`config.mk`:
```
export PLATFORM = sky130hd
export DESIGN_NAME = uart_tx
export DESIGN_NICKNAME = d
export VERILOG_FILES = /design/src/rtl/uart_tx.sv
export SDC_FILE = /design/constraint.sdc
export NUM_CORES = 1
export LEC_CHECK = 0
export CAP_MARGIN = 20
export CORE_MARGIN = 2
export CORE_UTILIZATION = 57
export CTS_BUF_LIST = sky130_fd_sc_hd__clkbuf_8
export DETAILED_ROUTE_END_ITERATION = 6
export PLACE_DENSITY = 0.88
export SYNTH_ARGS = -nofsm -noshare
export SYNTH_HDL_FRONTEND = slang
export SYNTH_SLANG_ARGS = --single-unit
```
`constraint.sdc`:
```
create_clock -name clk -period 1.78 [get_ports clk]
set_input_delay 0.445 -clock clk [delete_from_list [all_inputs] [get_ports clk]]
set_output_delay 0.445 -clock clk [all_outputs]
set_load 0.05 [all_outputs]
```
`src/rtl/uart_tx.sv`:
```
// UART transmitter: takes a word over valid/ready and shifts it out LSB first with
// start, optional parity and stop bits. Every output comes straight from a flop.
module uart_tx #(
    parameter int unsigned CLKS_PER_BIT = 16,
    parameter int unsigned DATA_BITS    = 8,
    parameter int unsigned PARITY_EN    = 0,
    parameter int unsigned PARITY_ODD   = 0,
    parameter int unsigned STOP_BITS    = 1
) (
    input  logic                 clk,
    input  logic                 rstn,
    input  logic [DATA_BITS-1:0] tx_data,
    input  logic                 tx_valid,
    output logic                 tx_ready,
    output logic                 tx,
    output logic                 busy
);

    localparam int unsigned CW = $clog2(CLKS_PER_BIT);
    localparam int unsigned BW = $clog2(DATA_BITS + 1);

    typedef enum logic [2:0] {
        StIdle,
        StStart,
        StData,
        StParity,
        StStop
    } state_e;

    state_e               state_q, state_d;
    logic [CW-1:0]        cyc_q, cyc_d;
    logic [BW-1:0]        bit_q, bit_d;
    logic [DATA_BITS-1:0] shift_q, shift_d;
    logic                 parity_q, parity_d;
    logic                 tx_q, tx_d;
    logic                 ready_q, ready_d;
    logic                 busy_q, busy_d;
    logic                 bit_end;

    assign bit_end = (cyc_q == CW'(CLKS_PER_BIT - 1));

    always_comb begin
        state_d  = state_q;
        cyc_d    = cyc_q;
        bit_d    = bit_q;
        shift_d  = shift_q;
        parity_d = parity_q;

        if (state_q != StIdle) begin
            cyc_d = bit_end ? '0 : cyc_q + CW'(1);
        end

        case (state_q)
            StIdle: begin
                // ready_q mirrors StIdle, so valid alone means acceptance here
                if (tx_valid) begin
                    state_d  = StStart;
                    shift_d  = tx_data;
                    parity_d = (^tx_data) ^ 1'(PARITY_ODD);
                    cyc_d    = '0;
                    bit_d    = '0;
                end
            end
            StStart: begin
                if (bit_end) state_d = StData;
            end
            StData: begin
                if (bit_end) begin
                    shift_d = shift_q >> 1;
                    if (bit_q == BW'(DATA_BITS - 1)) begin
                        bit_d   = '0;
                        state_d = (PARITY_EN != 0) ? StParity : StStop;
                    end else begin
                        bit_d = bit_q + BW'(1);
                    end
                end
            end
            StParity: begin
                if (bit_end) state_d = StStop;
            end
            StStop: begin
                // bit counter is reused to count stop bits
                if (bit_end) begin
                    if (bit_q == BW'(STOP_BITS - 1)) begin
                        bit_d   = '0;
                        state_d = StIdle;
                    end else begin
                        bit_d = bit_q + BW'(1);
                    end
                end
            end
            default: state_d = StIdle;
        endcase

        // Line level is decided one cycle ahead so tx can be a plain flop
        case (state_d)
            StStart:  tx_d = 1'b0;
            StData:   tx_d = shift_d[0];
            StParity: tx_d = parity_q;
            default:  tx_d = 1'b1;
        endcase

        ready_d = (state_d == StIdle);
        busy_d  = (state_d != StIdle);
    end

    always_ff @(posedge clk or negedge rstn) begin
        if (!rstn) begin
            state_q  <= StIdle;
            cyc_q    <= '0;
            bit_q    <= '0;
            shift_q  <= '0;
            parity_q <= 1'b0;
            tx_q     <= 1'b1;
            ready_q  <= 1'b1;
            busy_q   <= 1'b0;
        end else begin
            state_q  <= state_d;
            cyc_q    <= cyc_d;
            bit_q    <= bit_d;
            shift_q  <= shift_d;
            parity_q <= parity_d;
            tx_q     <= tx_d;
            ready_q  <= ready_d;
            busy_q   <= busy_d;
        end
    end

    assign tx       = tx_q;
    assign tx_ready = ready_q;
    assign busy     = busy_q;

endmodule
```
[Word level (Yosys, flattened, before mapping)]
Index checks and enable logic that the tools add are counted.
Storage, ports and cells
  bits in registers: 23
  bits of input ports: 11
  output and inout bits: 3
  word-level logic and storage cells: 56
Cells by class
  $add $sub $neg: 2
  eq/ne operators: 12
  mux-type cells: 22
  reductions and logical operators: 11
Operators by type and width (number)
  2-to-1 mux 4 bit: 9
  2-to-1 mux 3 bit: 7
  2-to-1 mux 8 bit: 2
  case mux 8 bit (2 select lines): 1
  case mux 3 bit (5 select lines): 1
  == test 3 x 2 -> 1 bit, second input constant: 4
  case mux 4 bit (3 select lines): 1
  nonzero test 3 bit: 3
  adder 4 x 1 -> 4 bit, second input constant: 2
  parity 8 bit: 1
  == test 3 x 1 -> 1 bit, second input constant: 2
  zero test 3 bit: 2
  != test 2 bit, second input constant: 3
  == test 4 x 3 -> 1 bit, second input constant: 1
  == test 4 bit, second input constant: 1
  zero test 4 bit: 1
  AND reduction 4 bit: 1
  == test 3 bit, second input constant: 1
  case mux 1 bit (3 select lines): 1
  AND reduction 3 bit: 1
  AND reduction 2 bit: 1
  nonzero test 2 bit: 1

[Depth between registers and ports, before layout]
Gate-level depths: netlist of run 1.
  depth after elaboration: 6
  mapped depth: 6
  mapped depth without buffers: 6

[Worst setup path after synthesis of run 1]
Ideal clock, no wire load.
  path kind: reg-to-reg
  from: register state_q[1]
  to: register bit_q[2]
  setup time: 0.136 ns
  data arrival time: 1.491 ns
  required time: 1.644 ns
  slack: 0.153 ns
  cell stages (with the launch flop): 6
  path buffers: 1
  clock period less this slack: 1.627 ns
  cells stage by stage: dfrtp_1 -> buf_6 -> or3b_2 -> a21oi_1 -> or2b_2 -> o211ai_1
On the way
  longest elaborated chain between the ends: 3
  elaborated cells on any way between the ends: 9
  those cells by class: eq/ne: 5; mux: 1; reduce/logical: 3
RTL lines
  from (decl): RTL line 30  | state_e state_q, state_d;
  from (signal assigned): RTL line 109  | state_q <= StIdle;
  from (signal assigned): RTL line 118  | state_q <= state_d;
  == test 3 x 2 -> 1 bit, or another cell as far along: RTL line 53  | case (state_q)
  != test 2 bit (no line) / nonzero test 3 bit (equally long branches)
  AND reduction 4 bit (no line)
  to (signal assigned): RTL line 120  | bit_q <= bit_d;
  to (decl): RTL line 32  | logic [BW-1:0] bit_q, bit_d;
Several ways; a longest one is shown, not always the timed one.
A chain may end at the register's enable or synchronous reset.

[Worst setup path after layout of run 1]
  from: register cyc_q[0]
  to: register busy_q, in the netlist busy
On the way
  longest elaborated chain between the ends: 4
  elaborated cells on any way between the ends: 7
  those cells by class: eq/ne: 1; mux: 5; reduce/logical: 1
RTL lines
  from (decl): RTL line 31  | logic [CW-1:0] cyc_q, cyc_d;
  from (signal assigned): RTL line 119  | cyc_q <= cyc_d;
  == test 4 bit *: RTL line 40  | assign bit_end = (cyc_q == CW'(CLKS_PER_BIT - 1));
  2-to-1 mux 3 bit (on tied branches)
  case mux 3 bit (5 select lines) *: RTL line 53
  named net state_d[0]: RTL line 30
  nonzero test 3 bit *: RTL line 104  | busy_d = (state_d != StIdle);
  named net busy_d: RTL line 37  | logic busy_q, busy_d;
  to (signal assigned): RTL line 125  | busy_q <= busy_d;
  to (decl): RTL line 37
The timed path passes the listed nets; every way through them passes the cells marked *.

==> impl_metrics.json, run 1 <==
{
  "fin_crit_ns": 1.75,
  "power.total_mw": 2.28,
  "clkTransAtPathRegs_ns": 0.08,
  "arrival_ns": 1.89,
  "die-width_um": 50.6,
  "clkSinkCount": 23,
  "final-hold-violation-count": 0,
  "ios": 14,
  "syn_avg_cell_area_sq_um": 9.81,
  "finalCoreUtilization_pct": 77.8,
  "switchingPower_uw": 885,
  "clkPwrFrac_pct": 13.9,
  "min_path_type": "reg2reg",
  "pwr-share-comb_pct": 42.3,
  "cts_tree": "built",
  "fin_ws_ns": 0.0349,
  "dr.pass1.iters": 4,
  "place_inst": 176,
  "ff_latch_area_sq_um": 579,
  "ir_drop_mv": 0.908,
  "routabilityCongestion": 0.927,
  "via_count": 1061,
  "cts_buffer_depth": 2,
  "crit_path_start_kind": "flop",
  "final_nets": 168,
  "areaGrowthSynthToFinish_pct": 25.9,
  "ys_seq_area_share_pct": 46.8,
  "clock_skew_ns": 0.00367,
  "final_cell_mix": "21 x nand2_1, 20 x dfrtp_1, 15 x buf_4, 10 x o21ai_0, 10 x clkdlybuf4s50_1",
  "drt_iter0_markers": 30,
  "ys_warn_count": 0,
  "swShare_pct": 38.9,
  "tightestPinTransition_ns": 0.315,
  "grt_util_all_layers_pct": 23.9,
  "slew_headroom_pct": 78.9,
  "finalNonFillerCells": 180,
  "coreArea_sq_um": 2000,
  "slowest_delay_ns": 0.42,
  "wl_um": 2710,
  "grt_antenna_before_repair": 0,
  "globalRouteOverflowTotal": 0,
  "io_buffer_count": 13,
  "ant_nets": 0,
  "cp_slowest_cell": "dfrtp_1",
  "whs_ns": 0.481,
  "setup_viol": 0,
  "status": "completed",
  "synth_seq_cells": 23,
  "grt_max_degree": 24,
  "first_global_vias": 1071,
  "layout-drive-gt1-share_pct": 22.2,
  "seq_power_share_pct": 43.7,
  "diodes": 0,
  "dpl_worst_slack_ns": -0.218,
  "internal_power_mw": 1.39,
  "wl_per_cell_um": 15.0,
  "num_rows": 16,
  "timing.fmax_mhz": 573,
  "min_path_cells": 2,
  "required_ns": 1.92,
  "fillCellCount": 131,
  "viasPerCell": 5.89,
  "r2r_cells": 5,
  "start_util_pct": 61.8,
  "htreeDepth": 1,
  "drc": 0,
  "die_h_um": 50.6,
  "final_common_cell": "nand2_1",
  "criticalPathCategory": "reg2reg",
  "die-area_sq_um": 2560,
  "grt_pass1_wl_um": 4660,
  "multi_input_area_sq_um": 619,
  "crit_chain": "ha_2 -> nand3_1 -> a31oi_1 -> inv_1 -> or3_1",
  "end_kind": "flop",
  "syn_inst": 126,
  "numCtsBuffers": 3,
  "drv_slew": 0,
  "post_cts_buffers": 0,
  "ys_types": 37,
  "clock_latency_ns": 0.26,
  "mappedNetlistArea_sq_um": 1240,
  "fin_crit_sh_pct": 98.0,
  "max_cap_viol_count": 0,
  "clock-root-buffer": "clkbuf_8",
  "synth_fp_nets": 140,
  "dp_hpwl_um": 1960,
  "path_max_fanout": 6,
  "power_density_nw_per_um2": 1460,
  "power.leakage_nw": 0.683
}
-- registers in the layout, summed over array words and instances, names as in the netlist --
register / flops
parity_q: 1
busy: 1
shift_q: 8
bit_q: 4
cyc_q: 4
tx_ready: 1
state_q: 3
tx: 1
-- cells by family after synthesis --
family	after synthesis	share of synthesized area, %
AND/OR/NAND/NOR	46	19.8
AO/OA/AOI/OAI	35	20.1
flip-flops	23	46.8
buffers and inverters	11	4.55
XOR/XNOR	8	5.67
adder cells (fa/ha/maj)	3	3.04
-- cells in the mapped netlist --
| cell | instances | area [sq um] |
|---|---|---|
| dfrtp_1 | 21 | 526 |
| nand2_1 | 21 | 78.8 |
| o21ai_0 | 10 | 50.1 |
| xnor2_1 | 8 | 70.1 |
| inv_1 | 7 | 26.3 |
| a22oi_1 | 6 | 45.0 |
| o211ai_1 | 5 | 37.5 |
| nor2_1 | 4 | 15.0 |
| a31oi_1 | 3 | 18.8 |
| ha_1 | 3 | 37.5 |
| nand3_1 | 3 | 15.0 |
| a21oi_1 | 2 | 10.0 |
| and2_1 | 2 | 12.5 |
| buf_4 | 2 | 15.0 |
| dfstp_2 | 2 | 52.6 |
| nand3b_1 | 2 | 15.0 |
| nor3_1 | 2 | 10.0 |
| nor3b_1 | 2 | 15.0 |
| o2111ai_1 | 2 | 17.5 |
| or3_1 | 2 | 12.5 |
| a21o_1 | 1 | 7.51 |
| a21o_2 | 1 | 8.76 |
| a221oi_2 | 1 | 15.0 |
| a41oi_1 | 1 | 8.76 |
| and3_1 | 1 | 6.26 |
| and3b_1 | 1 | 8.76 |
| buf_6 | 1 | 11.3 |
| clkbuf_1 | 1 | 3.75 |
| nand4_1 | 1 | 6.26 |
| nor2_2 | 1 | 6.26 |
| nor4b_2 | 1 | 15.0 |
| o21ba_4 | 1 | 16.3 |
| o22ai_1 | 1 | 6.26 |
| o31ai_1 | 1 | 7.51 |
| or2b_2 | 1 | 8.76 |
| or3b_2 | 1 | 8.76 |
| or3b_4 | 1 | 11.3 |
-- stage by stage --
step | TNS [ns] | instance area [sq um]
after CTS | 0 | 1540
after global routing | -0.0720 | 1560
final | 0 | 1560
after global placement | -0.665 | 1490
after floorplan | 0 | 1240
after detailed placement | -1.33 | 1490
-- final cells by class --
class,instances,area share [%]
clock buffer,3,2.65
clock inverter,1,0.241
inverter,7,1.69
multi-input combinational,92,39.8
sequential,23,37.2
tap,27,2.17
timing repair buffer,27,16.2
-- what timing repair did --
item	in CTS	in global routing
gates resized for setup	0	5
hold buffers	0	0
endpoints found under the setup margin	0	4
-- routing by layer --
metal | wire length (um) | track usage [%] | vias to the layer above
li1 | - | - | 505
met1 | 1130 | 29.2 | 495
met2 | 1350 | 43.6 | 52
met3 | 154 | 1.79 | 9
met4 | 69 | 9.46 | 0
met5 | 0 | 0 | -
-- final timing paths --
kind / slack [ns] / to / from
max: 0.03 / busy / cyc_q[0]
min: 0.48 / shift_q[3] / shift_q[3]
max reg2reg: 0.03 / busy / cyc_q[0]
min reg2reg: 0.48 / shift_q[3] / shift_q[3]
max in group asynchronous: 0.97 / tx_ready / rstn
min in group asynchronous: 0.53 / cyc_q[3] / rstn
-- power groups by stage --
stage | logic [mW] | clock network (mW) | registers, mW
CTS | 0.939 | 0.318 | 0.973
detailed placement | 0.937 | 0 | 0.982
floorplan | 0.557 | 0 | 1.00
global placement | 0.898 | 0 | 0.968
global route | 1.07 | 0.337 | 1.03
finish | 0.964 | 0.317 | 0.995
-- critical path: cells and delay by family (launching register included) --
family	cells	cell delay [ns]
buffers and inverters	1	0.10
flip-flops	1	0.42
adder cells (fa/ha/maj)	1	0.26
AND/OR/NAND/NOR	2	0.52
AO/OA/AOI/OAI	1	0.33
Power figures use the tool's default switching activity.
==> inputs of run 2 (changes only) <==
--- a/config.mk
+++ b/config.mk
@@ -9,6 +9,7 @@
 export CORE_MARGIN = 2
 export CORE_UTILIZATION = 57
 export CTS_BUF_LIST = sky130_fd_sc_hd__clkbuf_8
+export CTS_CLUSTER_SIZE = 30
 export DETAILED_ROUTE_END_ITERATION = 6
 export PLACE_DENSITY = 0.88
 export SYNTH_ARGS = -nofsm -noshare
==> results of run 2 <==
No change in the layout: final DEF, timing and power equal those of run 1.
==> inputs of run 3 (changes only) <==
--- a/config.mk
+++ b/config.mk
@@ -12,6 +12,7 @@
 export CTS_CLUSTER_SIZE = 30
 export DETAILED_ROUTE_END_ITERATION = 6
 export PLACE_DENSITY = 0.88
+export REMOVE_ABC_BUFFERS = 1
 export SYNTH_ARGS = -nofsm -noshare
 export SYNTH_HDL_FRONTEND = slang
 export SYNTH_SLANG_ARGS = --single-unit
==> run 3 against run 2 <==
The run now ends with negative setup slack left. First-iteration DRC count up 33%. Hold slack gained 0.0046 ns. Die area unchanged. Clock power is essentially flat. Final cell count is 0.56% lower. Routed wire length up 19%. Global-route usage grew 5.4 points. Critical path type unchanged.
==> impl_metrics.json, run 3 (same netlist as run 1, synthesis figures left out) <==
{
  "layout-drive-gt1-share_pct": 23.0,
  "reg2reg_from": "state_q[0]",
  "clock_skew_ns": 0.00503,
  "fillCellCount": 137,
  "wl_um": 3220,
  "fin_area_sq_um": 1580,
  "die_h_um": 50.6,
  "ios": 14,
  "swShare_pct": 40.2,
  "seq_power_share_pct": 42.2,
  "crit_path_start_kind": "flop",
  "routabilityCongestion": 0.880,
  "max_cap_viol_count": 0,
  "fin_crit_sh_pct": 101,
  "finalCoreUtilization_pct": 78.7,
  "fin_ws_ns": -0.0104,
  "place_inst": 175,
  "postPlaceCellArea_sq_um": 1490,
  "power_density_nw_per_um2": 1520,
  "violations": "negative setup slack",
  "clock_latency_ns": 0.27,
  "largest_register_ffs": 8,
  "min_path_cells": 2,
  "io_buffer_count": 13,
  "crit_family": "simple AND/OR/NAND/NOR gates",
  "internal_power_mw": 1.43,
  "min_path_type": "reg2reg",
  "slew_headroom_pct": 75.5,
  "fin_crit_ns": 1.79,
  "drt_iter0_markers": 40,
  "post_cts_buffers": 0,
  "criticalPathCategory": "reg2reg",
  "switchingPower_uw": 960,
  "areaGrowthSynthToFinish_pct": 27.4,
  "viasPerCell": 6.22,
  "path_max_fanout": 6,
  "min_to": "shift_q[2]",
  "cts_buffer_depth": 2,
  "timing.fmax_mhz": 559,
  "ir_drop_mv": 0.965,
  "power.leakage_nw": 0.682,
  "whs_ns": 0.485,
  "drc": 0,
  "ant_nets": 0,
  "start_util_pct": 61.8,
  "r2r_setup_slack_ns": -0.01,
  "cts_hold_buf": 0,
  "clkSinkCount": 23,
  "clock-root-buffer": "clkbuf_8",
  "numCtsBuffers": 3,
  "critPathBufInv": 0,
  "top_register": "shift_q",
  "grt_util_all_layers_pct": 29.3,
  "rr_endpoint": "bit_q[2]",
  "diodes": 0,
  "first_global_vias": 1212,
  "htreeDepth": 1,
  "drv_slew": 0,
  "cts_resized": 6,
  "setup_viol": 1,
  "r2r_cells": 4,
  "wl_per_cell_um": 18.0,
  "finalNonFillerCells": 179,
  "rsz0062_at_grt": "yes",
  "final_nets": 167,
  "dp_hpwl_um": 2200,
  "die-area_sq_um": 2560,
  "cts_tree": "built",
  "die-width_um": 50.6,
  "coreArea_sq_um": 2000,
  "required_ns": 1.91,
  "grt_pass1_wl_um": 5500,
  "end_kind": "flop",
  "num_rows": 16,
  "tightestPinTransition_ns": 0.366,
  "grt_antenna_before_repair": 0,
  "via_count": 1113,
  "crit_chain": "or3b_2 -> a21oi_2 -> or2b_2 -> o211ai_1",
  "dr.pass1.iters": 4,
  "setup_tns_ns": -0.0104,
  "clkTransAtPathRegs_ns": 0.08,
  "clkPwrFrac_pct": 13.4,
  "globalRouteOverflowTotal": 0,
  "grt_max_degree": 24,
  "slowest_delay_ns": 0.56,
  "holdCritStartpoint": "shift_q[2]",
  "status": "finished with violations",
  "pwr-share-comb_pct": 44.5,
  "cp_slowest_cell": "or3b_2",
  "final_cell_mix": "21 x nand2_1, 21 x dfrtp_1, 14 x buf_4, 10 x clkdlybuf4s50_1, 9 x o21ai_0",
  "arrival_ns": 1.92,
  "final-hold-violation-count": 0,
  "reg.largest.list": "shift_q (8), bit_q (4), cyc_q (4)"
}
-- run 3: area by class of cell --
cell class                      count  area [sq um]  area share, %
Inverter                            7          26.3           1.67
Tap cell                           27          33.8           2.14
Sequential cell                    23           578           36.7
Clock buffer                        3          41.3           2.62
Timing Repair Buffer               26           245           15.6
Clock inverter                      1          3.75          0.238
Multi-Input combinational cell     92           647           41.1
-- run 3: worst max-delay path by stage --
stage / startpoint / to / slack, ns / cells after the start
4_1_cts: bit_q[0] / busy / 0.01 / 6
3_3_place_gp: tx_valid / tx / -0.13 / 5
2_1_floorplan: state_q[1] / tx / -0.08 / 4
3_5_place_dp: tx_valid / tx / -0.22 / 5
5_1_grt: state_q[0] / bit_q[2] / -0.06 / 4
6_report: state_q[0] / bit_q[2] / -0.01 / 4
-- run 3: through the flow --
step           setup WS, ns  power (mW)
2_1_floorplan       -0.0808        1.52
3_3_place_gp         -0.126        1.87
3_5_place_dp         -0.219        1.95
4_1_cts              0.0134        2.33
5_1_grt             -0.0635        2.54
6_report            -0.0104        2.39
-- run 3: worst register-to-register path, delay by kind of cell, from the launching register on --
family | cells | cell delay (ns)
AO/OA/AOI/OAI | 2 | 0.41
flip-flops | 1 | 0.48
AND/OR/NAND/NOR | 2 | 0.78
-- run 3: routing by layer --
metal	GRT usage, %	routed length, um
met2	55.3	1760
met4	14.0	102
met3	4.76	115
met1	31.4	1240
met5	0	0
-- run 3: power by group through the flow --
stage	sequential, mW	combinational [mW]	clock, mW
2_1_floorplan	1.03	0.482	0
3_3_place_gp	0.959	0.915	0
3_5_place_dp	0.977	0.977	0
4_1_cts	0.986	1.02	0.316
5_1_grt	1.03	1.16	0.344
6_report	1.01	1.06	0.319
